## src/rtl/ball_engine.sv

```systemverilog
// Ball engine: owns ball position and direction, steps the ball at a fixed tick
// rate, reflects off walls and paddles, and reports misses as one-cycle score pulses.
module ball_engine #(
  parameter int X_RESOLUTION         = 640,
  parameter int Y_RESOLUTION         = 480,
  parameter int BALL_TICKS_PER_PIXEL = 200000,
  parameter int SERVE_DELAY_TICKS    = 50000000,
  parameter int LEFT_PADDLE_X        = 16,
  parameter int RIGHT_PADDLE_X       = 623,
  parameter int PADDLE_HALF_HEIGHT   = 24
) (
  input  logic               clk,
  input  logic               reset,
  input  logic               game_on,
  input  logic signed [31:0] left_pos,
  input  logic signed [31:0] right_pos,
  output logic signed [31:0] ball_x,
  output logic signed [31:0] ball_y,
  output logic               ball_active,
  output logic               left_scored,
  output logic               right_scored,
  output logic [1:0]         debug_state
);

  typedef enum logic [1:0] {
    IDLE       = 2'd0,
    SERVE_WAIT = 2'd1,
    PLAY       = 2'd2,
    SCORED     = 2'd3
  } state_t;

  localparam logic signed [31:0] X_CENTRE   = 32'(X_RESOLUTION / 2);
  localparam logic signed [31:0] Y_CENTRE   = 32'(Y_RESOLUTION / 2);
  localparam logic signed [31:0] X_MAX      = 32'(X_RESOLUTION - 1);
  localparam logic signed [31:0] Y_MAX      = 32'(Y_RESOLUTION - 1);
  localparam logic signed [31:0] LEFT_X     = 32'(LEFT_PADDLE_X);
  localparam logic signed [31:0] RIGHT_X    = 32'(RIGHT_PADDLE_X);
  localparam logic signed [32:0] HALF       = 33'(PADDLE_HALF_HEIGHT);
  localparam logic [31:0]        TICK_LAST  = 32'(BALL_TICKS_PER_PIXEL - 1);
  localparam logic [31:0]        SERVE_LAST = 32'(SERVE_DELAY_TICKS - 1);

  state_t             state_q, state_d;
  logic signed [31:0] x_q, x_d, y_q, y_d;
  logic               dx_neg_q, dx_neg_d, dy_neg_q, dy_neg_d;
  logic               side_left_q, side_left_d;
  logic [31:0]        tick_q, tick_d, serve_q, serve_d;

  logic signed [31:0] nx, ny;
  logic signed [32:0] diff_l, diff_r;
  logic               hit_l, hit_r;

  assign nx = x_q + (dx_neg_q ? -32'sd1 : 32'sd1);
  assign ny = y_q + (dy_neg_q ? -32'sd1 : 32'sd1);

  // One extra bit so arbitrary out-of-range paddle values cannot wrap the distance.
  assign diff_l = {y_q[31], y_q} - {left_pos[31], left_pos};
  assign diff_r = {y_q[31], y_q} - {right_pos[31], right_pos};
  assign hit_l  = dx_neg_q && (nx <= LEFT_X) && (x_q > LEFT_X)
                  && (diff_l <= HALF) && (diff_l >= -HALF);
  assign hit_r  = !dx_neg_q && (nx >= RIGHT_X) && (x_q < RIGHT_X)
                  && (diff_r <= HALF) && (diff_r >= -HALF);

  always_comb begin
    state_d     = state_q;
    x_d         = x_q;
    y_d         = y_q;
    dx_neg_d    = dx_neg_q;
    dy_neg_d    = dy_neg_q;
    side_left_d = side_left_q;
    tick_d      = tick_q;
    serve_d     = serve_q;
    if (!game_on) begin
      state_d = IDLE;
      x_d     = X_CENTRE;
      y_d     = Y_CENTRE;
      tick_d  = '0;
      serve_d = '0;
    end else begin
      case (state_q)
        IDLE: begin
          serve_d = SERVE_LAST;
          state_d = SERVE_WAIT;
        end
        SERVE_WAIT: begin
          if (serve_q == '0) begin
            tick_d  = '0;
            state_d = PLAY;
          end else begin
            serve_d = serve_q - 32'd1;
          end
        end
        PLAY: begin
          if (tick_q == TICK_LAST) begin
            tick_d = '0;
            if (ny < 0) begin
              dy_neg_d = 1'b0;
              y_d      = '0;
            end else if (ny > Y_MAX) begin
              dy_neg_d = 1'b1;
              y_d      = Y_MAX;
            end else begin
              y_d = ny;
            end
            // Paddle hits take priority over misses.
            if (hit_l) begin
              x_d      = LEFT_X;
              dx_neg_d = 1'b0;
            end else if (hit_r) begin
              x_d      = RIGHT_X;
              dx_neg_d = 1'b1;
            end else if (nx < 0) begin
              side_left_d = 1'b0;
              dx_neg_d    = 1'b1;
              state_d     = SCORED;
            end else if (nx > X_MAX) begin
              side_left_d = 1'b1;
              dx_neg_d    = 1'b0;
              state_d     = SCORED;
            end else begin
              x_d = nx;
            end
          end else begin
            tick_d = tick_q + 32'd1;
          end
        end
        SCORED: begin
          x_d      = X_CENTRE;
          y_d      = Y_CENTRE;
          dy_neg_d = 1'b0;
          serve_d  = SERVE_LAST;
          state_d  = SERVE_WAIT;
        end
        default: state_d = IDLE;
      endcase
    end
  end

  always_ff @(posedge clk or negedge reset) begin
    if (!reset) begin
      state_q     <= IDLE;
      x_q         <= X_CENTRE;
      y_q         <= Y_CENTRE;
      dx_neg_q    <= 1'b0;
      dy_neg_q    <= 1'b0;
      side_left_q <= 1'b0;
      tick_q      <= '0;
      serve_q     <= '0;
    end else begin
      state_q     <= state_d;
      x_q         <= x_d;
      y_q         <= y_d;
      dx_neg_q    <= dx_neg_d;
      dy_neg_q    <= dy_neg_d;
      side_left_q <= side_left_d;
      tick_q      <= tick_d;
      serve_q     <= serve_d;
    end
  end

  assign ball_x       = x_q;
  assign ball_y       = y_q;
  assign ball_active  = (state_q == PLAY);
  assign left_scored  = (state_q == SCORED) && side_left_q;
  assign right_scored = (state_q == SCORED) && !side_left_q;
  assign debug_state  = state_q;

endmodule

```

## config.mk

```make
export PLATFORM = sky130hd
export DESIGN_NAME = ball_engine
export DESIGN_NICKNAME = d
export VERILOG_FILES = /design/src/rtl/ball_engine.sv
export SDC_FILE = /design/constraint.sdc
export NUM_CORES = 1
export LEC_CHECK = 0
export ABC_AREA = 1
export CORE_MARGIN = 5
export CORE_UTILIZATION = 45
export CTS_CLUSTER_SIZE = 28
export DETAILED_ROUTE_END_ITERATION = 7
export HOLD_SLACK_MARGIN = 0.15
export PLACE_DENSITY_LB_ADDON = 0.2
export SLEW_MARGIN = 30
export SYNTH_ARGS = -nofsm -noshare
export SYNTH_HDL_FRONTEND = slang
export SYNTH_SLANG_ARGS = --single-unit
```

## constraint.sdc

```tcl
create_clock -name clk -period 4.3 [get_ports clk]
set_input_delay 0.43 -clock clk [delete_from_list [all_inputs] [get_ports clk]]
set_output_delay 0.43 -clock clk [all_outputs]
set_load 0.02 [all_outputs]
```

# Word level (Yosys, flattened, before mapping)

Index checks and enable logic that the tools add are counted.

$add $sub $neg: 6
Magnitude comparators: 12
Eq/ne operators: 17
Multiplexer cells: 39
Bitwise gates (word level): 2
Reduce and logical (&&, ||, !) cells: 26

Operators by type and width:

| cell                                                                            | count |
|---|---|
| 32-bit 2-to-1 mux                                                               | 17 |
| 32-bit one-hot mux with 2 select lines                                          | 4 |
| 33-bit by 6-bit >= comparator with 1-bit output (second input constant)         | 2 |
| 33-bit by 6-bit <= comparator with 1-bit output (second input constant)         | 2 |
| 32-bit by 32-bit subtractor with 33-bit output                                  | 2 |
| 32-bit adder                                                                    | 2 |
| 32-bit by 1-bit less-than comparator with 1-bit output (second input constant)  | 2 |
| 32-bit by 1-bit adder with 32-bit output (second input constant)                | 1 |
| 32-bit by 18-bit == test with 1-bit output (second input constant)              | 1 |
| 32-bit by 11-bit >= comparator with 1-bit output (second input constant)        | 1 |
| 32-bit by 10-bit > comparator with 1-bit output (second input constant)         | 1 |
| 32-bit by 11-bit > comparator with 1-bit output (second input constant)         | 1 |
| 32-bit by 6-bit > comparator with 1-bit output (second input constant)          | 1 |
| 32-bit by 6-bit <= comparator with 1-bit output (second input constant)         | 1 |
| 32-bit logical NOT                                                              | 1 |
| 32-bit by 11-bit less-than comparator with 1-bit output (second input constant) | 1 |
| 32-bit by 1-bit subtractor with 32-bit output (second input constant)           | 1 |
| 2-bit 2-to-1 mux                                                                | 7 |
| 3-bit inequality test (second input constant)                                   | 4 |
| 4-bit AND reduction                                                             | 3 |
| 1-bit logical AND                                                               | 10 |
| 5-bit inequality test (second input constant)                                   | 2 |
| 1-bit 2-to-1 mux                                                                | 9 |
| 3-bit by 1-bit inequality test with 1-bit output (second input constant)        | 3 |
| 16 further kinds                                                                | 23 |

Register bits after elaboration: 133
Input bits: 67
Output and inout bits: 69

# Longest topological paths before layout

Depth in word-level cells: 12
Mapped depth: 26

# Worst setup path after synthesis

Ideal clock, no wire load.

Kind: reg2reg
Start point: register dx_neg_q
End point: register x_q[25] (netlist: ball_x[25])
Setup time: 0.116 ns
Data arrival time: 3.070 ns
Path slack: 1.114 ns
Stages on the path, launching flop included: 21
Period minus slack after synthesis: 3.186 ns
Cells stage by stage: dfrtp_1 > ha_1 > nand2_1 > inv_1 > a21oi_1 > nand2_1 > nand2_1 > nand2_1 > xnor2_1 > nand2_1 > nor2_1 > nand3_1 > nand2_1 > inv_1 > a21oi_1 > nand3_2 > nand4_4 > nand2_4 > inv_4 > buf_12 > nor2_2

Cells in the longest elaborated chain, start to end: 12

RTL lines:

| element                                          | RTL line | text |
|---|---|---|
| from (decl)                                      | 44       | `logic dx_neg_q, dx_neg_d, dy_neg_q, dy_neg_d;` |
| from (signal assigned)                           | 152      | `dx_neg_q <= dx_neg_d;` |
| 32-bit 2-to-1 mux                                | 52       | `assign nx = x_q + (dx_neg_q ? -32'sd1 : 32'sd1);` |
| 32-bit adder                                     | 52       |  |
| 32-bit by 11-bit >= comparator with 1-bit output | 60       | `assign hit_r = !dx_neg_q && (nx >= RIGHT_X) && (x_q < RIGHT_X)` |
| 1-bit logical AND (2 in a row)                   | 60       |  |
| 1-bit logical AND (2 in a row)                   | 61       | `&& (diff_r <= HALF) && (diff_r >= -HALF);` |
| 32-bit 2-to-1 mux                                | 108      | `end else if (hit_r) begin` |
| 32-bit 2-to-1 mux                                | 105      | `if (hit_l) begin` |
| 32-bit 2-to-1 mux                                | 93       | `if (tick_q == TICK_LAST) begin` |
| 32-bit one-hot mux with 2 select lines           | 79       | `case (state_q)` |
| 32-bit 2-to-1 mux                                | 72       | `if (!game_on) begin` |
| to (signal assigned)                             | 141      | `x_q <= X_CENTRE;` |
| to (signal assigned)                             | 150      | `x_q <= x_d;` |
| to (decl)                                        | 43       | `logic signed [31:0] x_q, x_d, y_q, y_d;` |

Parallel ways exist; a longest one is shown, timed or not. The select of a mux whose other input is x is not followed.
A chain may end at the register's enable or synchronous reset.

# Final worst setup path

Start point: register dy_neg_q
End point: register y_q[3] (netlist: ball_y[3])

Cells in the longest elaborated chain, start to end: 8

RTL lines:

| element                                         | RTL line | text |
|---|---|---|
| from (decl)                                     | 44       |  |
| from (signal assigned)                          | 153      | `dy_neg_q <= dy_neg_d;` |
| 32-bit 2-to-1 mux (*)                           | 53       | `assign ny = y_q + (dy_neg_q ? -32'sd1 : 32'sd1);` |
| 32-bit adder (*)                                | 53       |  |
| 32-bit by 10-bit > comparator with 1-bit output | 98       | `end else if (ny > Y_MAX) begin` |
| 32-bit 2-to-1 mux                               | 98       |  |
| 32-bit 2-to-1 mux (*)                           | 95       | `if (ny < 0) begin` |
| 32-bit 2-to-1 mux (*)                           | 93       |  |
| 32-bit one-hot mux with 2 select lines (*)      | 79       |  |
| 32-bit 2-to-1 mux (*)                           | 72       |  |
| to (signal assigned)                            | 151      | `y_q <= y_d;` |
| to (decl)                                       | 43       |  |

Every way passes the cells marked *; elsewhere a longest branch is shown, timed or not. The select of a mux whose other input is x is not followed.

==> results.md <==
Global routing:
- The initial antenna violation count is 0.
- Entering global routing, the biggest net connects 50 pins.
- Across every metal layer, demand over resource in global routing totals 0.275.
- The first global-routing pass estimated 92800 microns of wire.
- The via count of the first global-routing pass was 17900.
- After global routing the overflow that remains totals 0.

Critical path:
- The arrival time reported for the critical path endpoint is 4.17 ns.
- The critical path in this run is classified as reg -> reg.
- The slowest stage of the critical path belongs to the cell dfrtp_1.
- STA classifies the critical path endpoint as a flip-flop.
- The launch point of the worst path is dy_neg_q$_DFFE_PN0P_.
- The data required time at the worst endpoint is 4.68 ns.
- The biggest fanout along the worst timing path is 21.
- The reg-to-reg startpoint is dy_neg_q$_DFFE_PN0P_.
- STA classifies the critical path startpoint as a flip-flop.
- The cell occurring most often along the worst timing path is nand2_1.
- The largest incremental delay on the critical path is 0.86 ns.
- Grouping stages by cell kind, the critical path spends the most delay in compound AO/OA/AOI/OAI gates.
- Traced cell by cell, the critical path runs through ha_1 -> nand3_1 -> nand3_1 -> a21oi_1 -> o21bai_2 -> a21oi_1 -> or2_1 -> nand2_1 -> nand2_1 -> nand2_1 -> xor2_1 -> nand2_1 -> o21ai_0.
- The number of buffers and inverters on the critical path is 0.

Pwr:
- Summed over all cells, the static leakage comes to 0.0111 uW.
- For this design the ratio of total power to cell area is 326 mW/mm^2.
- IR analysis of the VDD net gives a maximum drop of 0.360 mV.

Clock tree:
- The tree built by TritonCTS fans out to 131 sinks.
- TritonCTS built the clock tree.
- The number of buffers inserted by post-CTS setup repair is 0.
- After clock tree synthesis, the clock-pin slew on the worst setup and hold paths is 0.08 ns.
- The maximum clock insertion buffer count is 2.
- The clock tree root buffer cell is clkbuf_16.
- The H-tree generated during clock tree synthesis spans 4 levels.
- TritonCTS created 17 clock buffers.
- The clock latency on the worst-skew pair is 0.46 ns.

Floorplan:
- The vertical die dimension is 206 microns.
- The number of top-level pins is 136.
- Row generation in the floorplan step produced 71 rows.
- The area of the die is 0.0423 sq mm.
- The core region is 0.0378 sq mm.
- The starting density of the core is 0.456.
- The width of the die is 206 microns.

Hold path:
- The path class of the tightest hold or removal check is in -> async.

Placement:
- The placed cell count is 3674.
- After detailed placement, the total cell area comes to 0.0193 sq mm.
- The global placement routability congestion is 0.998.
- Port buffering added 133 buffers.
- Detailed placement finished with a half-perimeter wire length of 48200 microns.

Yosys:
- Counting flops with an async set or reset pin after synthesis yields a share of 1.00.
- The proportion of synthesized chip area in sequential cells is 0.191.
- By area, the combinational part of the netlist is dominated by simple AND/OR/NAND/NOR gates.
- The fraction of the mapped netlist area in compound gates is 0.0962.
- The cell type with the highest aggregate area in the netlist is nand2_1.
- The mean area per synthesized cell is 5.70 sq um.
- Of the post-synthesis cell area, the part taken by muxes is 0.
- Of the total synthesized cell area, the portion taken by XOR and XNOR cells is 0.0263.
- Of the total synthesized cell area, the portion taken by AND, OR, NAND and NOR gates is 0.454.
- Of the total synthesized cell area, the portion taken by full adders, half adders and majority gates is 0.0960.
- In the post-synthesis netlist, the biggest area contributors are nand2_1, dfrtp_1, inv_1, ha_1, nor2_1.
- In this run, synthesis produced a sequential element count of 131.
- The netlist area before placement is 0.0172 sq mm.
- The number of flops mapped to enable cells by yosys is 0.
- The top-area cell type share of the netlist area is 0.209.
- The number of instances in the synthesized netlist is 3023.
- The count of synthesis-stage warnings from yosys is 0.
- In the synthesized netlist the dominant register cell turns out to be dfrtp_1.
- After synthesis, the netlist uses 65 different library cells.

Run:
- The max-cap violation count is 0.

STA:
- Subtracting the final worst setup slack from the clock period gives 3.79 ns.
- The setup TNS after final layout is 0 ns.
- The worst pin sits at a relative slew slack of 0.472.
- The final hold violation count was 0.
- Setup repair after global routing left no endpoint under its margin.
- Setup violations remaining at the end of the flow were counted as 0.
- Timing would allow up to 264 MHz.
- The final max-slew violation count came to 0.
- The clock arrives with 0.0152 ns of skew.
- The share of the cycle needed by the critical path after routing is 0.881.
- The pin slew with the least headroom to its limit is 0.792 ns.

Layout:
- The total non-filler cell area in the finished layout is 0.0199 sq mm.
- At the end of the flow, the number of nets in the layout was 3381.
- The layout has 3972 filler cells.
- Relative to the synthesized area, the layout overhead comes to 15.5%.
- The repair_antennas step left the layout with diodes totalling 0.
- The fraction of layout instances using a drive strength above 1 is 0.0541.
- The final cell count without fillers is 3707.

Route:
- The number of detailed-routing iterations run before antenna repair is 5.
- The average wire per cell in the routed design is 15.8 microns.
- Using the TritonRoute via totals, the vias-per-cell ratio works out to 5.22.
- The via count is 19400.
- The remaining antenna violation count is 0.
- The final routed wirelength across all metal layers is 58400 microns.
- The DRC violation count after routing is 0.
- The detailed router finished its first iteration with 1488 violations.

Status:
- The run finished with clean final reports.
-- logic make-up (layout without fill, tap and decap cells) --
family / Yosys count / after routing
AOI/OAI and AO/OA: 298 / 298
xor gates and xnor gates: 50 / 50
adders and majority gates: 131 / 131
buffers and inverters: 609 / 781
DFF: 131 / 131
other: 1 / 2
and+or+nand+nor: 1803 / 1803
-- timing repair --
action,in CTS,in global routing
endpoints found under the setup margin,0,0
gates resized for setup,0,0
hold buffers,1,0
endpoints found under the hold margin,44,0
-- Yosys cell counts, types with 25 or more instances --
master	instances
o21ai_0	73
nand3_1	232
dfrtp_1	125
nand2_2	28
nor3_1	50
nand4_1	63
nor2_1	350
nor2_2	36
inv_1	582
a21oi_1	153
xor2_1	25
nand2_1	958
nor4_1	27
ha_1	129
-- cell usage in the layout, fill, tap and decap left out, types with 50 or more instances in the layout --
master,n
a21oi_1,152
ha_1,129
nor2_1,350
inv_1,582
nand4_1,63
clkdlybuf4s50_1,132
o21ai_0,73
dfrtp_1,125
nor3_1,50
nand2_1,958
nand3_1,232
-- stage by stage --
step           hold WS (ns)   util  total power (uW)  setup WS (ns)
2_1_floorplan         0.134      -              3950           1.11
3_3_place_gp          0.389  0.511              4870          0.410
3_5_place_dp          0.391  0.511              4940          0.367
4_1_cts               0.463  0.527              6520          0.494
5_1_grt               0.515  0.527              7060          0.144
6_report              0.463  0.527              6500          0.512
-- per-layer routing --
metal	share of wire	wire, microns	track usage
met1	0.47	27400	0.388
met2	0.43	25100	0.428
met3	0.075	4380	0.0528
met4	0.028	1620	0.0797
met5	0	0	0
-- where the power goes --
group	internal, uW	switching [uW]	total (uW)
Sequential	1380	176	1560
Clock	843	703	1550
Combinational	1140	2250	3390
Total	3360	3130	6500
-- registers in the layout, indices dropped and copies added (netlist names) --
register / flops
serve_q: 32
tick_q: 32
ball_x: 31
ball_y: 31
debug_state: 2
dx_neg_q: 1
dy_neg_q: 1
side_left_q: 1
-- final cells by class --
type	instances	area [sq um]	area share
Multi-Input combinational cell	2284	11600	0.583
Sequential cell	131	3290	0.165
Inverter	591	2220	0.112
Timing Repair Buffer	158	1560	0.0784
Tap cell	511	639	0.0321
Clock buffer	18	439	0.0221
Clock inverter	14	164	0.00823
-- path summary, 6_finish.rpt --
check                                     endpoint  depth (start not counted)  slack, ns
max                          ball_y[3]$_DFFE_PN0P_                         13       0.51
max reg2reg                  ball_y[3]$_DFFE_PN0P_                         13       0.51
max in group asynchronous   tick_q[21]$_DFFE_PN0P_                          3       2.81
min reg2reg                serve_q[16]$_DFFE_PN0P_                          1       0.48
min in group clk           serve_q[16]$_DFFE_PN0P_                          1       0.48
min                        serve_q[11]$_DFFE_PN0P_                          2       0.46
No activity file was read; power rests on OpenSTA's default activity.
